$ cat src/rtl/uart_pkg.sv
// Shared UART definitions: frame FSM state encoding, default header byte and
// baud-derived timing constants for the frame assembler.
package uart_pkg;

    typedef enum logic [1:0] {
        HUNT    = 2'd0,
        PAYLOAD = 2'd1,
        CHECK   = 2'd2
    } frame_state_t;

    localparam logic [7:0] DEFAULT_HDR_BYTE = 8'hA5;
    localparam int         CLK_HZ           = 50_000_000;
    localparam int         BITS_PER_BYTE    = 10;
    localparam int         TIMEOUT_BYTES    = 2;

    function automatic int baud_rate(input logic [2:0] baud_set);
        case (baud_set)
            3'd0:    return 9600;
            3'd1:    return 19200;
            3'd2:    return 38400;
            3'd3:    return 57600;
            default: return 115200;
        endcase
    endfunction

    // Inter-byte gap allowed inside a frame: TIMEOUT_BYTES full byte times.
    function automatic int timeout_clks(input logic [2:0] baud_set);
        return (TIMEOUT_BYTES * BITS_PER_BYTE * CLK_HZ) / baud_rate(baud_set);
    endfunction

    localparam int DEFAULT_TIMEOUT_CLKS = timeout_clks(3'd0);

endpackage

$ cat src/rtl/uart_frame_timer.sv
// Inter-byte watchdog: counts enabled clocks since the last clear and flags
// the terminal count so the frame assembler can abandon a stalled frame.
module uart_frame_timer #(
    parameter int TIMEOUT_CLKS = 104166
) (
    input  logic clk,
    input  logic reset,
    input  logic clear,
    input  logic enable,
    output logic expired
);

    localparam int               CNT_W = (TIMEOUT_CLKS > 1) ? $clog2(TIMEOUT_CLKS) : 1;
    localparam logic [CNT_W-1:0] LAST  = CNT_W'(TIMEOUT_CLKS - 1);

    logic [CNT_W-1:0] count;

    // Saturates at the terminal value; the owner clears it once it reacts.
    always_ff @(posedge clk) begin
        if (reset || clear) begin
            count <= '0;
        end else if (enable && count != LAST) begin
            count <= count + CNT_W'(1);
        end
    end

    assign expired = enable && !clear && (count == LAST);

endmodule

$ cat src/rtl/uart_frame_rx.sv
// Multi-byte UART frame assembler: header hunt, payload collection, optional
// XOR checksum, packing and a valid/ready output holding register.
module uart_frame_rx
    import uart_pkg::*;
#(
    parameter int         NUM_BYTES    = 6,
    parameter int         DATA_W       = 46,
    parameter int         HDR_EN       = 1,
    parameter logic [7:0] HDR_BYTE     = DEFAULT_HDR_BYTE,
    parameter int         CHK_EN       = 1,
    parameter int         MSB_FIRST    = 1,
    parameter int         TIMEOUT_CLKS = DEFAULT_TIMEOUT_CLKS
) (
    input  logic              clk,
    input  logic              reset,
    input  logic [7:0]        byte_data,
    input  logic              byte_done,
    output logic [DATA_W-1:0] frame_data,
    output logic              frame_valid,
    input  logic              frame_ready,
    output logic              busy,
    output logic              chk_err,
    output logic              timeout_err,
    output logic              overrun_err
);

    localparam int               VEC_W       = 8 * NUM_BYTES;
    localparam int               CNT_W       = $clog2(NUM_BYTES + 1);
    localparam logic [CNT_W-1:0] LAST_IDX    = CNT_W'(NUM_BYTES - 1);
    localparam frame_state_t     START_STATE = (HDR_EN != 0) ? HUNT : PAYLOAD;

    frame_state_t     state;
    logic [CNT_W-1:0] cnt;
    logic [7:0]       xor_acc;
    logic [VEC_W-1:0] payload;
    logic [VEC_W-1:0] payload_ins;
    logic [VEC_W-1:0] frame_vec;
    logic             byte_done_q;
    logic             byte_stb;
    logic             frame_done;
    logic             timer_expired;

    assign byte_stb = byte_done && !byte_done_q;

    // Without a header the first payload byte is not yet "inside" a frame.
    assign busy = (state == CHECK) ||
                  (state == PAYLOAD && ((HDR_EN != 0) || cnt != '0));

    always_comb begin
        payload_ins = payload;
        for (int i = 0; i < NUM_BYTES; i++) begin
            if (cnt == CNT_W'(i)) begin
                payload_ins[8*((MSB_FIRST != 0) ? (NUM_BYTES - 1 - i) : i) +: 8] = byte_data;
            end
        end
    end

    always_comb begin
        if (CHK_EN != 0) begin
            frame_done = byte_stb && (state == CHECK) && (byte_data == xor_acc);
            frame_vec  = payload;
        end else begin
            frame_done = byte_stb && (state == PAYLOAD) && (cnt == LAST_IDX);
            frame_vec  = payload_ins;
        end
    end

    uart_frame_timer #(
        .TIMEOUT_CLKS (TIMEOUT_CLKS)
    ) u_timer (
        .clk     (clk),
        .reset   (reset),
        .clear   (byte_stb || !busy),
        .enable  (busy),
        .expired (timer_expired)
    );

    // A byte strobe always takes priority over a coincident timeout.
    always_ff @(posedge clk) begin
        if (reset) begin
            state       <= START_STATE;
            cnt         <= '0;
            xor_acc     <= '0;
            payload     <= '0;
            byte_done_q <= 1'b1;
            frame_data  <= '0;
            frame_valid <= 1'b0;
            chk_err     <= 1'b0;
            timeout_err <= 1'b0;
            overrun_err <= 1'b0;
        end else begin
            byte_done_q <= byte_done;
            chk_err     <= 1'b0;
            timeout_err <= 1'b0;
            overrun_err <= 1'b0;

            if (byte_stb) begin
                case (state)
                    HUNT: begin
                        if (byte_data == HDR_BYTE) begin
                            state <= PAYLOAD;
                        end
                    end
                    PAYLOAD: begin
                        payload <= payload_ins;
                        xor_acc <= xor_acc ^ byte_data;
                        if (cnt == LAST_IDX) begin
                            cnt <= '0;
                            if (CHK_EN != 0) begin
                                state <= CHECK;
                            end else begin
                                state   <= START_STATE;
                                xor_acc <= '0;
                            end
                        end else begin
                            cnt <= cnt + CNT_W'(1);
                        end
                    end
                    CHECK: begin
                        if (!frame_done) begin
                            chk_err <= 1'b1;
                        end
                        state   <= START_STATE;
                        cnt     <= '0;
                        xor_acc <= '0;
                    end
                    default: begin
                        state <= START_STATE;
                    end
                endcase
            end else if (timer_expired) begin
                timeout_err <= 1'b1;
                state       <= START_STATE;
                cnt         <= '0;
                xor_acc     <= '0;
            end

            // Holding register: a completion can only land when the slot is free or being accepted.
            if (frame_done) begin
                if (!frame_valid || frame_ready) begin
                    frame_data  <= frame_vec[DATA_W-1:0];
                    frame_valid <= 1'b1;
                end else begin
                    overrun_err <= 1'b1;
                end
            end else if (frame_valid && frame_ready) begin
                frame_valid <= 1'b0;
            end
        end
    end

endmodule

$ cat config.mk
export PLATFORM = sky130hd
export DESIGN_NAME = uart_frame_rx
export DESIGN_NICKNAME = d
export VERILOG_FILES = /design/src/rtl/uart_pkg.sv /design/src/rtl/uart_frame_timer.sv /design/src/rtl/uart_frame_rx.sv
export SDC_FILE = /design/constraint.sdc
export NUM_CORES = 1
export LEC_CHECK = 0
export BUFFER_PORTS_ARGS = -buffer_cell sky130_fd_sc_hd__clkbuf_2
export CAP_MARGIN = 40
export CORE_UTILIZATION = 38
export CTS_CLUSTER_SIZE = 30
export DETAILED_ROUTE_END_ITERATION = 8
export PLACE_DENSITY_LB_ADDON = 0.15
export SYNTH_ARGS = -nofsm -noshare
export SYNTH_HDL_FRONTEND = slang
export SYNTH_HIERARCHICAL = 1
export SYNTH_SLANG_ARGS = --single-unit
$ cat constraint.sdc
create_clock -name clk -period 2.4 [get_ports clk]
set_input_delay 0.48 -clock clk [delete_from_list [all_inputs] [get_ports clk]]
set_output_delay 0.48 -clock clk [all_outputs]
set_load 0.05 [all_outputs]
=== Word-level counts from Yosys, hierarchy flattened ===
Cells that the tools add are included.

* Flip-flop bits (word level): 127
* Input bits: 12
* Output and inout port bits: 51
* Word-level logic and storage cells: 87

* $add $sub $neg: 2
* Equality and inequality tests: 15
* Muxes and demuxes: 18
* Bitwise logic cells: 4
* Reductions and logical operators: 32

{| class="wikitable"
|+ Operators with widths
! kind !! count
|-
| AND reduction 3 bit || 7
|-
| adder 17 x 1 -> 17 bit, second input constant || 1
|-
| == test 17 bit, second input constant || 1
|-
| != test 17 bit, second input constant || 1
|-
| two-way mux 8 bit || 2
|-
| one-hot mux 8 bit (2 select lines) || 1
|-
| two-way mux 3 bit || 3
|-
| == test 8 bit || 1
|-
| == test 8 bit, second input constant || 1
|-
| two-way mux 2 bit || 4
|-
| bitwise XOR 8 bit || 1
|-
| logical AND 1 bit || 7
|-
| == test 3 x 2 -> 1 bit, second input constant || 2
|-
| == test 3 bit, second input constant || 2
|-
| two-way mux 1 bit || 6
|-
| != test 3 bit, second input constant || 2
|-
| one-hot mux 3 bit (2 select lines) || 1
|-
| AND reduction 2 bit || 3
|-
| zero test 1 bit || 4
|-
| logical OR 1 bit || 4
|-
| one-hot mux 2 bit (2 select lines) || 1
|-
| nonzero test 2 bit || 2
|-
| OR reduction 2 bit || 2
|-
| adder 3 x 1 -> 3 bit, second input constant || 1
|-
| 9 further kinds || 11
|}

=== Logic depth before layout (Yosys ltp) ===
Gate-level depths: netlist (run 1).

* Depth in word-level cells: 9
* Depth in mapped cells: 9
* Depth with buffers taken out: 8

=== Modules after synthesis ===
Netlist (run 1), hierarchy kept.

{| class="wikitable"
|+ Modules (own cells, without submodules)
! module !! instances !! cells an instance !! area an instance (µm²) !! sequential area each (µm²)
|-
| uart_frame_rx || 1 || 511 || 5342.6 || 2202.1
|-
| uart_frame_timer || 1 || 102 || 895.9 || 340.3
|}

=== Worst setup path after synthesis (run 1) ===
Ideal clock, no wire load.

* Kind: register -> register
* From: reg state[0]
* To: reg xor_acc[1]
* Setup time: 134 ps
* Arrival time: 1999 ps
* Data required time: 2266 ps
* Setup slack: 267 ps
* Stages on the path, launching flop included: 9
* Clock period less this slack: 2133 ps
* Path through: dfxtp_1 -> inv_1 -> ha_1 -> nand2b_1 -> and4b_1 -> o22ai_4 -> buf_6 -> o21ai_2 -> a21oi_2

* Longest elaborated chain between the ends: 9

{| class="wikitable"
|+ Ends and longest elaborated chain
! item !! RTL line !! RTL
|-
| start: declaration || uart_frame_rx.sv:32 || <nowiki>frame_state_t state;</nowiki>
|-
| start signal: assignment || uart_frame_rx.sv:81 || <nowiki>state <= START_STATE;</nowiki>
|-
| start signal: assignment || uart_frame_rx.sv:101 || <nowiki>state <= PAYLOAD;</nowiki>
|-
| start signal: assignment || uart_frame_rx.sv:110 || <nowiki>state <= CHECK;</nowiki>
|-
| == test 2 bit or == test 2 x 1 -> 1 bit (tied branches) || uart_frame_rx.sv:46, uart_frame_rx.sv:47 ||
|-
| logical OR 1 bit (*) || uart_frame_rx.sv:46 || <nowiki>assign busy = (state == CHECK) ||</nowiki>
|-
| named net busy || uart_frame_rx.sv:21 || <nowiki>output logic busy,</nowiki>
|-
| zero test 1 bit || uart_frame_rx.sv:73 || <nowiki>.clear (byte_stb || !busy),</nowiki>
|-
| logical OR 1 bit || uart_frame_rx.sv:73 ||
|-
| zero test 1 bit || uart_frame_timer.sv:27 || <nowiki>assign expired = enable && !clear && (count == LAST);</nowiki>
|-
| logical AND 1 bit (*) (2 in series) || uart_frame_timer.sv:27 ||
|-
| named net timer_expired || uart_frame_rx.sv:41 || <nowiki>logic timer_expired;</nowiki>
|-
| nonzero test 2 bit (no source line) (*) || n/a ||
|-
| AND reduction 2 bit (no source line) (*) || n/a ||
|-
| end signal: assignment || uart_frame_rx.sv:106 || <nowiki>xor_acc <= xor_acc ^ byte_data;</nowiki>
|-
| end: declaration || uart_frame_rx.sv:34 || <nowiki>logic [7:0] xor_acc;</nowiki>
|}

The timed path passes the listed nets; every way through them passes the cells marked *.
A chain may end at the register's enable or synchronous reset.

=== Worst setup path in the final report (run 1) ===
* From: reg state[0]
* To: out busy

* Longest elaborated chain between the ends: 2

{| class="wikitable"
|+ Ends and longest elaborated chain
! item !! RTL line
|-
| == test 2 bit or == test 2 x 1 -> 1 bit (tied branches) || uart_frame_rx.sv:46, uart_frame_rx.sv:47
|-
| logical OR 1 bit (*) || uart_frame_rx.sv:46
|-
| end: declaration || uart_frame_rx.sv:21
|}

Mark *: on every way between the ends. The rest lies on a longest branch, timed or not.

==> metrics.yaml, run 1 <==
syn_area_sq_um: 6238
cts_tree: "built"
hp-class: "input pin to flip-flop"
worstPathMaxFanout: 9
antenna_cells: 0
io_buffers: 62
worst_setup_path_end_kind: "primary output"
cts_buffer_depth: 2
setup_slack_ns: 0.2653
die_w_microns: 130.1
ioPinCount: 63
cts_root_buf: "clkbuf_16"
rsz0062_at_grt: "no"
power.density_nw_per_um2: 708.7
reg2reg_to: "xor_acc[0]"
drt-pass1-iter-count: 4
startpoint: "state[0]"
viasPerCell: 5.486
grt_pass1_wl_microns: 24160
hp-start: "byte_done"
synth.avg_cell_area_sq_um: 10.18
hold_end: "byte_done_q"
drt-initial-drc-count: 244
ys_warn_count: 6
grt_overflow: 0
layout.area.seq_sq_um: 2542
skew_ns: 0.007034
drt-total-wl_microns: 14940
rrSetupSlack_ns: 0.28
synth_fp_nets: 632
cpMaxStageDelayCell: "ha_1"
finalHoldViolCount: 0
vias: 4844
hold_depth: 2
cts_buffers: 17
crit_arrival_ns: 1.65
grtUsageTotal_pct: 18.43
synthCells: 613
nets: 673
slew_headroom_pct: 45.82
start_util_pct: 39.13
worst_pin_slew_ns: 0.8127
required_ns: 1.92
setup_viol: 0
syn_to_final_growth_pct: 15.90
dieArea_sq_um: 16930
ff2ff_path_depth: 7
dp_hpwl_microns: 9782
slew_viol_final: 0
h-tree-depth: 4
post_cts_resize_count: 0
ys_seq_area_share_pct: 40.75
fp.dieH_microns: 130.1
postCtsSetupRepairBufs: 0
setup_tns_ns: 0
core_sq_um: 15940
post-route-drc-count: 0
drt-wirelength-per-cell_microns: 16.92
synth_edf_count: 0
finalPower_mw: 5.125
timing.final.crit_share_pct: 88.95
drive_above_1_share_pct: 29.99
crit_chain: "inv_1, ha_1, clkbuf_2"
multi_input_area_sq_um: 3192
final.fill_count: 1561
drv_cap: 0
final.min_clock_period_ns: 2.135
dpl_worst_slack_ns: 0.2793
rows: 46
vdd_drop_max_mv: 0.4560
crit_type: "flip-flop to primary output"
ys_seq_elements: 127
synth_ff_type: "dfxtp_1"
finalWeightedCongestion: 0.7779
grt_pass1_vias: 4714
p_leak_nw: 2.606
cp_num_buf_inv: 2
timing.fmax_mhz: 468.4
ys_types: 60
antenna_found_initial: 0
synth_async_sr_flop_share_pct: 0
cts_hold_buffers: 0
grt_max_degree: 76
antenna_left: 0
cpPeakStageDelay_ns: 0.44
r2r-start: "state[0]"
clock_sinks: 127
cp_top_family: "adder cells"
critPathLaunchType: "flip-flop"
path_clk_slew_ns: 0.06
outcome: "finished clean"
worstSkewPairLatency_ns: 0.41
==> state kept, by name (all words and copies together), names as in the netlist <==
| signal | cells |
|---|---|
| cnt | 3 |
| frame_data | 46 |
| overrun_err | 1 |
| state | 2 |
| byte_done_q | 1 |
| frame_vec | 46 |
| u_timer/count | 17 |
| xor_acc | 8 |
| timeout_err | 1 |
| chk_err | 1 |
| frame_valid | 1 |
==> final cells by class <==
cell class	count	share of cell area [%]
Sequential cell	127	35.16
Tap cell	216	3.738
Clock inverter	9	2.128
Multi-Input combinational cell	417	44.14
Timing Repair Buffer	86	7.683
Inverter	5	0.2596
Clock buffer	23	6.887
==> routing by layer <==
metal	wire length (microns)	vias to the layer above	track usage, %
li1	-	2371	-
met1	7264	2367	24.28
met2	6964	90	29.79
met3	487	16	3.198
met4	223	0	7.524
met5	0	-	0
==> metrics by stage <==
stage / util (%) / cell area [sq um] / std cells / hold WS [ns]
floorplan: - / 6238 / 613 / 0.4367
global route: 45.35 / 7231 / 883 / 0.3913
global placement: 41.27 / 6579 / 851 / 0.4419
detailed placement: 41.27 / 6579 / 851 / 0.4459
finish: 45.35 / 7231 / 883 / 0.3839
CTS: 45.35 / 7231 / 883 / 0.3707
==> layout by cell type, fill, tap and decap left out, drive strengths merged, types with 15 or more instances in the layout <==
cell    count
a21oi      75
buf        25
clkbuf     84
dfxtp     127
mux2i      39
nand2      24
nand4      56
nor2       63
o21ai      15
o41ai      46
==> report_power, final <==
part	switching, mW	internal, mW
sequential	0.00377	2.11
combinational	0.150	0.0556
clock	0.928	1.87
==> worst max-delay path by stage <==
stage                      end  slack [ns]  cells after the start
CTS                       busy        0.26                      3
finish                    busy        0.27                      3
global placement    xor_acc[0]        0.34                      6
detailed placement  xor_acc[0]        0.28                      7
global route        xor_acc[0]        0.11                      7
floorplan           xor_acc[1]        0.27                      8
==> logic make-up (layout without fill, tap and decap cells) <==
logic type,after synthesis,in the layout,synth area share (%)
AO/OA/AOI/OAI,145,145,21.10
XOR/XNOR,17,17,2.748
adder cells (fa/ha/maj),7,7,1.404
buffers and inverters,69,123,8.283
flip-flops,127,127,40.75
multiplexers,39,39,6.257
AND/OR/NAND/NOR,209,209,19.45
==> worst register-to-register path: cells and delay by family (launching register included) <==
| kind | cells | cell delay, ns |
|---|---|---|
| adder cells (fa/ha/maj) | 1 | 0.41 |
| buffers and inverters | 1 | 0.09 |
| flip-flops | 1 | 0.38 |
| AO/OA/AOI/OAI | 3 | 0.73 |
| AND/OR/NAND/NOR | 2 | 0.42 |
==> cells in the mapped netlist, types with 3 or more instances <==
master | instances | share of area (%)
buf_4 | 7 | 0.84
a21oi_1 | 67 | 5.4
and4_1 | 3 | 0.42
xor2_1 | 5 | 0.70
o21ai_2 | 8 | 1.1
o41ai_1 | 6 | 0.84
or3_1 | 5 | 0.50
o41ai_2 | 40 | 10
a21oi_2 | 8 | 1.1
or4b_4 | 4 | 0.88
nand4_1 | 54 | 5.4
mux2i_1 | 39 | 6.3
ha_1 | 7 | 1.4
nand2b_1 | 3 | 0.30
clkbuf_1 | 14 | 0.84
xnor2_1 | 9 | 1.3
nand3_1 | 11 | 0.88
xnor2_2 | 3 | 0.78
nor3_1 | 6 | 0.48
dfxtp_1 | 127 | 41
nand2_1 | 24 | 1.4
o21ai_0 | 6 | 0.48
nor2_1 | 61 | 3.7
inv_1 | 5 | 0.30
buf_6 | 27 | 4.9
nand3b_1 | 9 | 1.1
buf_2 | 14 | 1.1
(Power assumes the default switching activity.)
==> run 2: changes to the inputs <==
--- a/config.mk
+++ b/config.mk
@@ -7,6 +7,8 @@
 export LEC_CHECK = 0
 export BUFFER_PORTS_ARGS = -buffer_cell sky130_fd_sc_hd__clkbuf_2
 export CAP_MARGIN = 40
+export CELL_PAD_IN_SITES_DETAIL_PLACEMENT = 0
+export CELL_PAD_IN_SITES_GLOBAL_PLACEMENT = 1
 export CORE_UTILIZATION = 38
 export CTS_CLUSTER_SIZE = 30
 export DETAILED_ROUTE_END_ITERATION = 8
==> metrics.yaml, run 2 (same netlist as run 1, synthesis figures left out) <==
p_sw_share_pct: 21.59  # was 21.10%
ioPinCount: 63  # unchanged
final.fill_count: 1571  # was 1,561
outcome: "finished clean"  # unchanged
rrSetupSlack_ns: 0.27  # was 0.28 ns
rows: 46  # unchanged
power.density_nw_per_um2: 682.8  # was 708.7 nW/um^2
slew_headroom_pct: 49.11  # was 45.82%
timing.fmax_mhz: 469.0  # was 468.4 MHz
worstPathMaxFanout: 11  # was 9
viasPerCell: 5.498  # was 5.486
layout_commonest_cell: "dfxtp_1"  # unchanged
grtUsageTotal_pct: 19.26  # was 18.43%
grt_util_met1_pct: 26.66  # was 24.28%
antenna_found_initial: 0  # unchanged
hold_depth: 2  # unchanged
dp_hpwl_microns: 9984  # was 9782 microns
vias: 4855  # was 4,844
hold_end: "timeout_err"  # was byte_done_q
h-tree-depth: 4  # unchanged
drt-initial-drc-count: 388  # was 244
post-route-util_pct: 44.84  # was 45.35%
startpoint: "state[0]"  # unchanged
post-route-drc-count: 0  # unchanged
dieArea_sq_um: 16930  # unchanged
core_sq_um: 15940  # unchanged
timing.final.crit_share_pct: 88.85  # was 88.95%
vdd_drop_max_mv: 0.4878  # was 0.4560 mV
switchingPower_mw: 1.054  # was 1.081 mW
grt_pass1_wl_microns: 24870  # was 24,160 microns
crit_arrival_ns: 2.47  # was 1.65 ns
clkPwrFrac_pct: 52.3  # was 54.7%
use_met3_pct: 4.756  # was 3.198%
worst_setup_path_end_kind: "flip-flop"  # was primary output
grt_pass1_vias: 4571  # was 4,714
slew_viol_final: 0  # unchanged
p_leak_nw: 2.572  # was 2.606 nW
cts_buffers: 17  # unchanged
rsz0062_at_grt: "no"  # unchanged
postCtsSetupRepairBufs: 0  # unchanged
cts_buffer_depth: 2  # unchanged
drive_above_1_share_pct: 29.54  # was 29.99%
critPathLaunchType: "flip-flop"  # unchanged
seqPwrFrac_pct: 43.4  # was 41.3%
drt-pass1-iter-count: 5  # was 4
drt-wirelength-per-cell_microns: 17.74  # was 16.92 microns
antenna_left: 0  # unchanged
layout_common_cells: "127 x dfxtp_1, 67 x a21oi_1, 61 x nor2_1, 61 x clkbuf_2, 54 x nand4_1"  # unchanged
finalPower_mw: 4.880  # was 5.125 mW
grt_overflow: 0  # unchanged
p_int_mw: 3.827  # was 4.043 mW
placed_area_sq_um: 6561  # was 6579 sq um
nets: 674  # was 673
combPwrFrac_pct: 4.3  # was 4.0%
drv_cap: 0  # unchanged
grt_max_degree: 63  # was 76
reg2reg_to: "xor_acc[0]"  # unchanged
die_w_microns: 130.1  # unchanged
path_clk_slew_ns: 0.05  # was 0.06 ns
hp-class: "input pin to flip-flop"  # unchanged
fin_cells: 883  # unchanged
r2r-start: "state[0]"  # unchanged
cts_tree: "built"  # unchanged
crit_type: "flip-flop to flip-flop"  # was flip-flop to primary output
post-place-cells: 852  # was 851
dpl_worst_slack_ns: 0.2517  # was 0.2793 ns
start_util_pct: 39.13  # unchanged
post_cts_resize_count: 0  # unchanged
fp.dieH_microns: 130.1  # unchanged
syn_to_final_growth_pct: 14.58  # was 15.90%
setup_viol: 0  # unchanged
busiest_layer: "met2"  # unchanged
setup_tns_ns: 0  # unchanged
finalHoldViolCount: 0  # unchanged
worstSkewPairLatency_ns: 0.41  # about the same
skew_ns: 0.008058  # was 0.007034 ns
worst_pin_slew_ns: 0.7634  # was 0.8127 ns
finalWeightedCongestion: 0.7485  # was 0.7779
cts_hold_buffers: 0  # unchanged
ff2ff_path_depth: 7  # unchanged
use_met2_pct: 29.82  # was 29.79%
stdcell_area_sq_um: 7148  # was 7231 sq um
cts_root_buf: "clkbuf_16"  # unchanged
antenna_cells: 0  # unchanged
setup_slack_ns: 0.2676  # was 0.2653 ns
drt-total-wl_microns: 15670  # was 14,940 microns
final.min_clock_period_ns: 2.132  # was 2.135 ns
holdWs_ns: 0.2820  # was 0.3839 ns
required_ns: 2.74  # was 1.92 ns
io_buffers: 62  # unchanged
hp-start: "reset"  # was byte_done
clock_sinks: 127  # unchanged
==> run 2: cell count changes in the layout (fill, tap and decap cells not counted) <==
cell / before / now
buf_4: 20 / 23
bufinv_16: 4 / 2
clkbuf_1: 1 / 4
clkinv_4: 1 / 0
buf_12: 5 / 3
clkinvlp_4: 2 / 1
==> run 2: worst max path at each step <==
stage	slack [ns]	end	cells past startpoint
after global routing	0.07	xor_acc[0]	7
after floorplan	0.27	xor_acc[1]	8
after CTS	0.23	xor_acc[0]	7
after detailed placement	0.25	xor_acc[0]	7
after global placement	0.30	chk_err	7
final	0.27	xor_acc[0]	7
==> run 2: cell type report <==
cell class / instances / area, sq um / area share [%]
clock buffer: 26 / 509.2 / 7.124
multi-input combinational: 417 / 3192 / 44.65
tap: 216 / 270.3 / 3.781
clock inverter: 5 / 77.57 / 1.085
inverter: 5 / 18.77 / 0.2626
timing repair buffer: 87 / 538.0 / 7.527
sequential: 127 / 2542 / 35.57
==> run 2: power by group through the flow <==
| stage | Clock, mW | Sequential [mW] | Combinational, mW |
|---|---|---|---|
| final | 2.55 | 2.12 | 0.209 |
| after global routing | 2.71 | 2.12 | 0.223 |
| after detailed placement | 0 | 2.16 | 0.208 |
| after CTS | 2.60 | 2.12 | 0.209 |
| after floorplan | 0 | 2.16 | 0.159 |
| after global placement | 0 | 2.16 | 0.206 |
==> run 2: layer usage <==
layer / wire length [microns] / up-vias
met3: 650 / 9
met5: 0 / -
met4: 108 / 0
met1: 7813 / 2381
li1: - / 2363
met2: 7095 / 102
==> run 2: critical path, cell delays in order, from the launching register on <==
cell	delay, ns
dfxtp_1	0.37
inv_1	0.08
ha_1	0.42
nand2b_1	0.17
and4b_1	0.26
o22ai_4	0.45
o21ai_0	0.17
a21oi_1	0.14
==> run 3: changes to the inputs <==
--- a/config.mk
+++ b/config.mk
@@ -15,5 +15,4 @@
 export PLACE_DENSITY_LB_ADDON = 0.15
 export SYNTH_ARGS = -nofsm -noshare
 export SYNTH_HDL_FRONTEND = slang
-export SYNTH_HIERARCHICAL = 1
 export SYNTH_SLANG_ARGS = --single-unit
==> metrics.yaml, run 3 <==
drt-wirelength-per-cell_microns: 15.29  # was 17.74 microns
grt_overflow: 0  # unchanged
synth_xor_xnor_area_share_pct: 3.902  # was 2.748%
vias: 3892  # was 4,855
core_sq_um: 13240  # was 15,940 sq um
busiest_layer: "met2"  # unchanged
worstSkewPairLatency_ns: 0.42  # was 0.41 ns
viasPerCell: 4.927  # was 5.498
drt-total-wl_microns: 12080  # was 15,670 microns
antenna_cells: 0  # unchanged
crit_arrival_ns: 1.65  # was 2.47 ns
cts_hold_buffers: 0  # unchanged
dieArea_sq_um: 14060  # was 16,930 sq um
h-tree-depth: 4  # unchanged
worst_setup_path_end_kind: "primary output"  # was flip-flop
dpl_worst_slack_ns: 0.3831  # was 0.2517 ns
start_util_pct: 38.98  # was 39.13%
ioPinCount: 63  # unchanged
setup_slack_ns: 0.2703  # was 0.2676 ns
post-route-drc-count: 0  # unchanged
required_ns: 1.92  # was 2.74 ns
drt-initial-drc-count: 196  # was 388
power.density_nw_per_um2: 800.7  # was 682.8 nW/um^2
skew_ns: 0.009724  # was 0.008058 ns
worstPathMaxFanout: 10  # was 11
use_met2_pct: 29.61  # was 29.82%
drt-pass1-iter-count: 4  # was 5
synthMuxAreaShare_pct: 15.12  # was 6.258%
fp.dieH_microns: 118.6  # was 130.1 microns
final.min_clock_period_ns: 2.130  # was 2.132 ns
finalHoldViolCount: 0  # unchanged
synthSimpleGateAreaFrac_pct: 20.31  # was 19.45%
synth_common_cells: "127 x dfxtp_1, 103 x nor2_1, 78 x mux2i_1, 35 x a21oi_1, 27 x nand2_1"  # was 127 x dfxtp_1, 67 x a21oi_1, 61 x nor2_1, 54 x nand4_1, 40 x o41ai_2
critPathLaunchType: "flip-flop"  # unchanged
rows: 42  # was 46
syn_to_final_growth_pct: 21.89  # was 14.58%
ys_seq_area_share_pct: 49.25  # was 40.75%
ys_types: 46  # was 60
timing.fmax_mhz: 469.6  # was 469.0 MHz
synth_fp_nets: 559  # was 632
yosys.area_share.adder_pct: 1.697  # was 1.404%
grt_util_met1_pct: 22.83  # was 26.66%
crit_type: "flip-flop to primary output"  # was flip-flop to flip-flop
antenna_found_initial: 0  # unchanged
nets: 620  # was 674
switchingPower_mw: 1.023  # was 1.054 mW
antenna_left: 0  # unchanged
p_int_mw: 4.015  # was 3.827 mW
vdd_drop_max_mv: 0.4804  # was 0.4878 mV
synth_async_sr_flop_share_pct: 0  # unchanged
drive_above_1_share_pct: 19.54  # was 29.54%
finalPower_mw: 5.038  # was 4.880 mW
synth_top_family_by_area: "simple AND/OR/NAND/NOR gates"  # was compound AO/OA/AOI/OAI gates
syn_area_sq_um: 5162  # was 6238 sq um
clock_sinks: 127  # unchanged
cts_buffers: 17  # unchanged
synthCells: 540  # was 613
holdWs_ns: 0.3071  # was 0.2820 ns
use_met3_pct: 5.357  # was 4.756%
synth_edf_count: 0  # unchanged
slew_viol_final: 0  # unchanged
path_clk_slew_ns: 0.05  # about the same
grt_pass1_wl_microns: 19740  # was 24,870 microns
setup_tns_ns: 0  # unchanged
rsz0062_at_grt: "no"  # unchanged
finalWeightedCongestion: 0.7844  # was 0.7485
timing.final.crit_share_pct: 88.74  # was 88.85%
setup_viol: 0  # unchanged
hp-class: "input pin to flip-flop"  # unchanged
slew_headroom_pct: 61.16  # was 49.11%
synth_compound_area_share_pct: 5.574  # was 21.10%
dp_hpwl_microns: 8062  # was 9984 microns
p_sw_share_pct: 20.31  # was 21.59%
seqPwrFrac_pct: 41.9  # was 43.4%
worst_pin_slew_ns: 0.5826  # was 0.7634 ns
synth_most_common_cell: "dfxtp_1"  # unchanged
yosys.area.top_type_share_pct: 49.25  # was 40.75%
postCtsSetupRepairBufs: 0  # unchanged
layout_commonest_cell: "dfxtp_1"  # unchanged
layout_common_cells: "127 x dfxtp_1, 103 x nor2_1, 78 x mux2i_1"  # was 127 x dfxtp_1, 67 x a21oi_1, 61 x nor2_1, 61 x clkbuf_2, 54 x nand4_1
post_cts_resize_count: 0  # unchanged
ys_seq_elements: 127  # unchanged
cts_root_buf: "clkbuf_16"  # unchanged
drv_cap: 0  # unchanged
grt_max_degree: 54  # was 63
synth.avg_cell_area_sq_um: 9.560  # was 10.18 sq um
io_buffers: 62  # unchanged
grt_pass1_vias: 3768  # was 4,571
synth_area_leaders: "dfxtp_1 49%, mux2i_1 15%, nor2_1 7.5%"  # was dfxtp_1 41%, o41ai_2 10%, mux2i_1 6.3%
clkPwrFrac_pct: 56.1  # was 52.3%
synth_top_area_cell: "dfxtp_1"  # unchanged
ys_warn_count: 0  # was 6
die_w_microns: 118.6  # was 130.1 microns
cts_buffer_depth: 2  # unchanged
combPwrFrac_pct: 2.1  # was 4.3%
post-route-util_pct: 47.52  # was 44.84%
outcome: "finished clean"  # unchanged
synth_ff_type: "dfxtp_1"  # unchanged
cts_tree: "built"  # unchanged
p_leak_nw: 2.892  # was 2.572 nW
grtUsageTotal_pct: 18.31  # was 19.26%
run 3: worst max-delay path, cell delays in order, from the launching register on:
cell	delay, ns
dfxtp_1	0.35
inv_1	0.09
ha_1	0.45
clkbuf_2	0.34
run 3: kinds of logic after synthesis:
group,count (synthesis)
simple gates,210
flops,127
mux,78
compound gates,53
buf+inv,42
xor+xnor,23
fa+ha+maj,7
run 3: layout make-up:
class,instances,area (sq um)
fill,1297,6950
clock inverter,12,205.2
inverter,5,18.77
tap,176,220.2
sequential,127,2542
clock buffer,20,446.7
timing repair buffer,79,452.9
multi-input combinational,371,2406
run 3: stage by stage:
| step | area, sq um | std cells |
|---|---|---|
| 2_1_floorplan | 5162 | 540 |
| 3_3_place_gp | 5640 | 758 |
| 3_5_place_dp | 5640 | 758 |
| 4_1_cts | 6292 | 790 |
| 5_1_grt | 6292 | 790 |
| 6_report | 6292 | 790 |
run 3: per-layer routing:
| metal | wire length (microns) | up-vias |
|---|---|---|
| li1 | - | 1975 |
| met1 | 5602 | 1831 |
| met2 | 5756 | 71 |
| met3 | 477 | 15 |
| met4 | 239 | 0 |
| met5 | 0 | - |
run 3: worst paths after layout:
kind                                 endpoint  slack [ns]              from  depth (start not counted)
worst min register to register  frame_vec[17]        0.46     frame_vec[17]                          2
worst min-delay path              byte_done_q        0.31         byte_done                          2
worst max register to register     xor_acc[7]        0.48  u_timer.count[1]                          7
worst max-delay path                     busy        0.27          state[1]                          3
run 3: power groups by stage:
stage | clock, mW | sequential (mW) | combinational [mW]
after floorplan | 0 | 2.16 | 0.0622
after global placement | 0 | 2.16 | 0.104
after detailed placement | 0 | 2.16 | 0.105
after CTS | 2.88 | 2.11 | 0.106
after global routing | 2.98 | 2.11 | 0.112
final | 2.82 | 2.11 | 0.104
